## src/rtl/serial_pkg.sv

```systemverilog
// serial_pkg: state encoding and default sizes shared by the serial pattern transmitter and detector.
package serial_pkg;
    typedef enum logic [1:0] {
        IDLE  = 2'd0,
        SHIFT = 2'd1,
        DONE  = 2'd2
    } state_t;
    localparam int DEF_WIDTH = 9;
    localparam int DEF_LEN_W = 4;
endpackage

```

## src/rtl/piso_shift.sv

```systemverilog
// piso_shift: parallel-in/serial-out register, MSB-first.
module piso_shift #(
    parameter int WIDTH = 9
) (
    input  logic             clk,
    input  logic             rst,
    input  logic             load,
    input  logic             shift,
    input  logic [WIDTH-1:0] d,
    output logic             msb
);
    logic [WIDTH-1:0] sr;
    always_ff @(posedge clk) begin
        if (rst)        sr <= '0;
        else if (load)  sr <= d;
        else if (shift) sr <= {sr[WIDTH-2:0], 1'b0};
    end
    assign msb = sr[WIDTH-1];
endmodule

```

## src/rtl/serial_pattern_tx.sv

```systemverilog
// serial_pattern_tx: framed MSB-first serial transmitter with start/busy/done handshake.
module serial_pattern_tx
    import serial_pkg::*;
#(
    parameter int WIDTH = DEF_WIDTH,
    parameter int LEN_W = DEF_LEN_W
) (
    input  logic             clk,
    input  logic             rst,
    input  logic             start,
    input  logic [WIDTH-1:0] pattern,
    input  logic [LEN_W-1:0] len,
    output logic             out,
    output logic             out_valid,
    output logic             busy,
    output logic             done
);
    localparam logic [LEN_W-1:0] WMAX = LEN_W'(WIDTH);
    state_t           state, state_n;
    logic [LEN_W-1:0] count, count_n, eff_len, shamt;
    logic [WIDTH-1:0] aligned;
    logic             accept, load, shift, msb;
    logic             out_n, valid_n, busy_n, done_n;
    // The first bit goes straight to the output register, so the shifter holds the remainder.
    piso_shift #(.WIDTH(WIDTH)) u_piso (
        .clk   (clk),
        .rst   (rst),
        .load  (load),
        .shift (shift),
        .d     ({aligned[WIDTH-2:0], 1'b0}),
        .msb   (msb)
    );
    always_comb begin
        eff_len = (len > WMAX) ? WMAX : len;
        shamt   = WMAX - eff_len;
        aligned = pattern << shamt;
        accept  = start && (state != SHIFT);
        load    = accept && (eff_len != '0);
        shift   = (state == SHIFT) && (count != LEN_W'(1));
        state_n = state;
        count_n = count;
        out_n   = 1'b0;
        valid_n = 1'b0;
        busy_n  = 1'b0;
        done_n  = 1'b0;
        if (load) begin
            state_n = SHIFT;
            count_n = eff_len;
            out_n   = aligned[WIDTH-1];
            valid_n = 1'b1;
            busy_n  = 1'b1;
        end else if (accept) begin
            state_n = DONE;
            done_n  = 1'b1;
        end else if (state == SHIFT) begin
            if (count == LEN_W'(1)) begin
                state_n = DONE;
                done_n  = 1'b1;
            end else begin
                count_n = count - LEN_W'(1);
                out_n   = msb;
                valid_n = 1'b1;
                busy_n  = 1'b1;
            end
        end else if (state == DONE) begin
            state_n = IDLE;
        end
    end
    always_ff @(posedge clk) begin
        if (rst) begin
            state     <= IDLE;
            count     <= '0;
            out       <= 1'b0;
            out_valid <= 1'b0;
            busy      <= 1'b0;
            done      <= 1'b0;
        end else begin
            state     <= state_n;
            count     <= count_n;
            out       <= out_n;
            out_valid <= valid_n;
            busy      <= busy_n;
            done      <= done_n;
        end
    end
endmodule

```

## config.mk

```make
export PLATFORM = sky130hd
export DESIGN_NAME = serial_pattern_tx
export DESIGN_NICKNAME = d
export VERILOG_FILES = /design/src/rtl/serial_pkg.sv /design/src/rtl/piso_shift.sv /design/src/rtl/serial_pattern_tx.sv
export SDC_FILE = /design/constraint.sdc
export NUM_CORES = 1
export LEC_CHECK = 0
export CORE_ASPECT_RATIO = 1.25
export CORE_MARGIN = 2
export CORE_UTILIZATION = 57
export CTS_CLUSTER_SIZE = 28
export DETAILED_ROUTE_END_ITERATION = 6
export GPL_TIMING_DRIVEN = 0
export PLACE_DENSITY = 0.8
export SLEW_MARGIN = 20
export SYNTH_ARGS = -nofsm -noshare
export SYNTH_HDL_FRONTEND = slang
export SYNTH_SLANG_ARGS = --single-unit
```

## constraint.sdc

```tcl
create_clock -name clk -period 4.65 [get_ports clk]
set_input_delay 0.93 -clock clk [delete_from_list [all_inputs] [get_ports clk]]
set_output_delay 0.93 -clock clk [all_outputs]
set_load 0.05 [all_outputs]
```

==> impl_metrics.yaml <==
clock_network:
  post_cts_resized: 0
  htree_levels: 1
  cts-buffers-inserted: 3
  cts_sink_cnt: 17
  clk-insertion-delay-late_ns: 0.30
  cts.hold.buffers_added: 0
  tritoncts: "done"
  postCtsSetupBuffers: 0
  cts.clk_slew.worst_paths_ns: 0.10
  max-clock-path-buffers: 2
  clockRootBuffer: "sky130_fd_sc_hd__clkbuf_4"
synthesis:
  async_reset_ff_share_pct: 0
  synth_top_flop_cell: "sky130_fd_sc_hd__dfxtp_1"
  synth_nets: 175
  yosysWarningCount: 0
  mappedNetlistArea_sq_um: 1260
  synth.ff_latch_count: 17
  postSynthCellCount: 153
  number_of_distinct_standard_cells_referenced_by_the_synthesized_netlist: 52
  synthesis.area_per_instance_sq_um: 8.27
  edff_count_synth: 0
  ys_seq_area_share_pct: 26.9
routing:
  vias_per_cell: 6.49
  vias: 1253
  totalWireLength_microns: 3040
  detail_route.wl_per_cell_microns: 15.7
  drc_errors: 0
  drtAntennaViolNets: 0
  first_iter_violations: 46
  detailedRoute.firstPassIterationCount: 4
global_routing:
  grt.overflow.total: 0
  antenna_found_initial: 0
  grt_start_max_net_pins: 11
  grt_pass1_vias: 1144
  global_route.usage.total_pct: 26.2
  global_route_wire_length_before_repair_microns: 5060
setup_path:
  crit_cells: 8
  cp_data_required_time_ns: 4.86
  timing.critical_path.cells: "clkdlybuf4s50_1, nand2_1, ha_1, xnor2_1, nand2b_1, nor2_2, o211ai_1, a311oi_1"
  critical_path_arrival_ns: 3.02
  cpMaxStageDelayCell: "sky130_fd_sc_hd__clkdlybuf4s50_1"
  worst_path_largest_cell_delay_ns: 0.64
  worstRegToRegCells: 7
  critical_path_buf_inv_count: 1
  crit_family: "buffers and inverters"
  worst-path-max-fanout: 7
  timing.setup.critical_path_class: "primary input to flop"
  worst_setup_path_end_kind: "flop"
  critical_path.startpoint_type: "primary input"
sta:
  relSlewSlack_pct: 52.1
  setup-tns-final_ns: 0
  maxSlewViolCount: 0
  finalHoldViolCount: 0
  setup_repair_after_global_routing_missed_its_margin: "false"
  period_share_pct: 60.4
  clock-skew-final_ns: 0.00352
  achievable-frequency_mhz: 356
  post-route-min-period_ns: 2.81
  finalSetupViolations: 0
  worst_slew_pin_slew_ns: 0.717
power_and_ir_drop:
  switching_component_of_the_power_mw: 0.146
  power_report.internal_total_mw: 0.255
  power.share.clock_pct: 20.3
  power_per_cell_area_nw_per_um2: 273
  max-vdd-ir-drop_uv: 147
  p_leak_nw: 0.568
  sw_frac_of_total_pct: 36.4
  portion_of_total_power_attributed_to_combinational_logic_pct: 37.6
  seq_power_share_pct: 42.2
layout:
  flow.area_growth_from_synthesis_pct: 16.1
  leading_cell_types_in_the_layout_fill_and_taps_excluded: "18 x sky130_fd_sc_hd__nand2_1, 17 x sky130_fd_sc_hd__dfxtp_1, 15 x sky130_fd_sc_hd__clkdlybuf4s50_1"
  fillerInstances: 189
  drive_above_1_share_pct: 14.0
  mostFrequentLayoutCell: "sky130_fd_sc_hd__nand2_1"
  final_net_count: 195
  stdcell_count: 193
  num_antenna_cells: 0
floorplanning:
  coreArea_sq_um: 2140
  num_rows: 19
  chipWidth_microns: 46.1
  floorplan.io_pins: 20
  dieArea_sq_um: 2610
  floorplan.initialDensity_pct: 59.1
  die_h_microns: 56.7
placed_design:
  port-buffer-count: 15
  dp.cells: 189
  gp_congestion: 0.962
  detailed_place_hpwl_microns: 2350
worst_hold_path:
  worst_hold_path_type: "flop to flop"
  hold-path-cell-count: 2
run_status:
  status: "completed"
job:
  maxCapViolCount: 0
path summary, 6_finish.rpt:
kind | start | slack, ns | to
worst max-delay path | len[2] | 1.84 | u_piso.sr[7]
worst min register to register | state[1] | 0.50 | state[1]
worst min-delay path | state[1] | 0.50 | state[1]
worst max register to register | state[1] | 2.38 | u_piso.sr[1]
power groups by stage:
| stage | Combinational (mW) | Sequential (mW) | Clock, mW |
|---|---|---|---|
| global placement | 0.144 | 0.172 | 0 |
| floorplan | 0.0995 | 0.179 | 0 |
| detailed placement | 0.148 | 0.173 | 0 |
| finish | 0.151 | 0.169 | 0.0814 |
| CTS | 0.149 | 0.169 | 0.0815 |
| global route | 0.166 | 0.171 | 0.0883 |
metrics by stage:
step / worst slack (ns) / area [sq um] / utilization [%] / power (mW) / hold WS (ns)
after global placement: 1.64 / 1440 / 67.4 / 0.316 / 0.471
after global routing: 1.64 / 1470 / 68.7 / 0.425 / 0.524
after detailed placement: 1.55 / 1440 / 67.4 / 0.321 / 0.481
after CTS: 1.85 / 1470 / 68.7 / 0.400 / 0.502
after floorplan: 2.08 / 1260 / - / 0.278 / 0.450
final: 1.84 / 1470 / 68.7 / 0.401 / 0.496
cell type report:
class | count | area, sq um | area share [%]
multi-input cells | 118 | 818 | 55.7
plain buffers | 10 | 76.3 | 5.20
well taps | 21 | 26.3 | 1.79
inverters | 8 | 30.0 | 2.04
flip-flops and latches | 17 | 340 | 23.2
clock inverters | 1 | 5.00 | 0.341
clock buffers | 3 | 22.5 | 1.53
repair buffers | 15 | 150 | 10.2
sequential cells by signal, summed over array words and instances, names as in the netlist:
register   cells
u_piso.sr      8
out            1
count          4
state          2
busy           1
done           1
cell usage after synthesis, types with 2 or more instances:
| library cell | number | share of area (%) |
|---|---|---|
| sky130_fd_sc_hd__dfxtp_1 | 17 | 27 |
| sky130_fd_sc_hd__a221o_1 | 2 | 1.6 |
| sky130_fd_sc_hd__ha_1 | 6 | 5.9 |
| sky130_fd_sc_hd__nand2_1 | 18 | 5.3 |
| sky130_fd_sc_hd__o221ai_1 | 2 | 1.4 |
| sky130_fd_sc_hd__buf_6 | 4 | 3.6 |
| sky130_fd_sc_hd__a311oi_1 | 2 | 1.4 |
| sky130_fd_sc_hd__mux2i_1 | 4 | 3.2 |
| sky130_fd_sc_hd__mux2_2 | 4 | 3.6 |
| sky130_fd_sc_hd__a21o_1 | 2 | 1.2 |
| sky130_fd_sc_hd__a211oi_1 | 6 | 3.6 |
| sky130_fd_sc_hd__clkbuf_1 | 2 | 0.59 |
| sky130_fd_sc_hd__inv_1 | 8 | 2.4 |
| sky130_fd_sc_hd__nand3_1 | 2 | 0.79 |
| sky130_fd_sc_hd__nor2_1 | 14 | 4.2 |
| sky130_fd_sc_hd__nand2b_1 | 2 | 0.99 |
| sky130_fd_sc_hd__buf_4 | 2 | 1.2 |
| sky130_fd_sc_hd__nor3_1 | 4 | 1.6 |
| sky130_fd_sc_hd__nor4b_1 | 2 | 1.4 |
| sky130_fd_sc_hd__o21ai_0 | 7 | 2.8 |
| sky130_fd_sc_hd__a21oi_1 | 9 | 3.6 |
| sky130_fd_sc_hd__o211ai_1 | 3 | 1.8 |
| sky130_fd_sc_hd__o21ai_1 | 2 | 0.79 |
worst min-delay path: stages, from the launching register on:
cell and delay [ns]:
sky130_fd_sc_hd__dfxtp_1 0.34, sky130_fd_sc_hd__nand2_1 0.06, sky130_fd_sc_hd__a211oi_1 0.05
logic make-up after synthesis:
group                      Yosys count  synth area share [%]
AOI/OAI and AO/OA                   53                  32.5
xor gates and xnor gates             2                  1.39
adders and majority gates            6                  5.93
buffers and inverters               18                  8.41
DFF                                 17                  26.9
muxes                                8                  6.73
and+or+nand+nor                     49                  18.1
metal layers:
layer | up-vias | wire length, microns | global-route usage [%]
li1 | 604 | - | -
met1 | 596 | 1270 | 30.9
met3 | 9 | 104 | 3.22
met5 | - | 0 | 0
met2 | 44 | 1590 | 43.8
met4 | 0 | 68 | 13.5
(Power assumes the default switching activity.)
==> patch (same flow settings) <==
Change the package constant `DEF_LEN_W` from 4 to 8.
--- a/src/rtl/serial_pkg.sv
+++ b/src/rtl/serial_pkg.sv
@@ -6,6 +6,6 @@
         DONE  = 2'd2
     } state_t;
     localparam int DEF_WIDTH = 9;
-    localparam int DEF_LEN_W = 4;
+    localparam int DEF_LEN_W = 8;
 endpackage
 
Ports: changed (resized len); port bits go from 20 to 24. No check against the original RTL was run, so the function may have changed too.
==> patch against the unedited design <==
  * Sequential cell count rose by 4
  * Cell area rose by 24%
  * Power rose by 19%
  * Worst setup slack got worse by 1.3 ns
  * Clock skew barely moved
  * Synthesized area rose by 23%
  * Sequential power rose by 28%
  * Wire length rose by 30%
  * Critical path type unchanged
==> patch: results (changes against the unedited design) <==
* Post-synthesis sequential area ratio at 26.99% (was 26.90%)
* Reg2reg end: u_piso.sr[5] (was u_piso.sr[1])
* Critical R2R Launch: count[0] (was state[1])
* RePlAce Congestion at 1.001 (was 0.9624)
* Largest net degree at the start of global routing at 12 (was 11)
* Met2 Use GR at 52.63% (was 43.85%)
* Crit-path max FO at 10 (was 7)
* DRT iter0 DRCs at 85 (was 46)
* Largest cells by area after synthesis: dfxtp_1 27%, nor2_1 5.5%, ha_1 4.8% (was dfxtp_1 27%, ha_1 5.9%, nand2_1 5.3%)
* Syn_nets at 225 (was 175)
* IO buf count at 20 (was 15)
* DRT Pass-1 Iters at 5 (was 4)
* Netlist cell types at 50 (was 52)
* DP Wirelength at 3181 µm (was 2347 µm)
* Largest regs: count x8, u_piso.sr x8, state x2 (was u_piso.sr x8, count x4, state x2)
* Total number of vias at 1638 (was 1253)
* Vias per inst at 6.374 (was 6.492)
* CP arrival at 4.30 ns (was 3.02 ns)
* Layout cell share with drive strength beyond 1 at 8.520% (was 13.95%)
* Filler cells at 221 (was 189)
* Placed cell count at 253 (was 189)
* Cells after Synth at 199 (was 153)
* Hold Crit Endpoint: state[1] (unchanged)
* GRT Util Overall at 27.49% (was 26.15%)
* Met3 Track Usage GR at 1.435% (was 3.215%)
* Peak supply drop at 0.1397 mV (was 0.1475 mV)
* Total power at 477.0 µW (was 401.4 µW)
* Status: finished, final reports clean (unchanged)
* DP Worst Slack at 0.3766 ns (was 1.550 ns)
* Drt wl/cell at 15.32 µm (was 15.74 µm)
* Met1 GRT Util at 31.62% (was 30.88%)
* Clk_skew at 0.003186 ns (was 0.003521 ns)
* FF-to-FF setup slack at 2.24 ns (was 2.38 ns)
* Global-route wire length before repair at 6969 µm (was 5064 µm)
* Max-slew headroom at 54.78% (was 52.11%)
* Pleak at 0.0006456 µW (was 0.0005680 µW)
==> patch: layout make-up <==
cell class                      count  area [µm²]  area share (%)
Multi-Input combinational cell    152        1025           56.10
Sequential cell                    21       420.4           23.01
Timing Repair Buffer               20       200.2           10.96
Buffer                             14       67.56           3.699
Inverter                           12       45.04           2.466
Tap cell                           34       42.54           2.329
Clock buffer                        4       26.28           1.438
==> patch: worst max path at each step <==
stage	startpoint	endpoint	slack (ns)	cells after the start
after floorplan	len[5]	u_piso.sr[4]	1.38	10
after global placement	len[5]	u_piso.sr[4]	0.42	11
after detailed placement	len[5]	u_piso.sr[4]	0.38	11
after CTS	len[5]	u_piso.sr[4]	0.66	11
after global routing	len[5]	u_piso.sr[4]	0.28	11
final	len[5]	u_piso.sr[4]	0.57	11
==> patch: routing by layer <==
layer,part of all wire (%),vias to the layer above
met4,1.9,0
met1,41,743
met2,51,80
li1,-,805
met5,0,-
met3,5.7,10
==> patch: through the flow <==
step / hold slack, ns / cell area [µm²]
floorplan: 0.4486 / 1558
global placement: 0.4615 / 1800
detailed placement: 0.4984 / 1800
CTS: 0.5149 / 1827
global route: 0.5344 / 1827
finish: 0.5063 / 1827
==> patch: logic make-up after synthesis <==
family,count (synthesis),synth area share (%)
compound gates,69,31.57
simple gates,69,23.69
buf+inv,26,7.228
flops,21,26.99
fa+ha+maj,6,4.819
xor+xnor,5,2.811
mux,3,2.891
==> patch: power breakdown <==
part,switching (µW),internal [µW]
Clock,52.6,33.3
Sequential,15.2,201
Combinational,99.2,76.1
Total,167,310
==> patch: critical path, cell delays in order <==
cell and delay, ns:
clkdlybuf4s50_1 0.46, nor4_4 0.54, and2_0 0.19, clkbuf_1 0.23, inv_2 0.15, ha_1 0.32
inv_1 0.12, nand4_1 0.16, a211oi_1 0.65, o21ai_0 0.27, a211oi_1 0.28
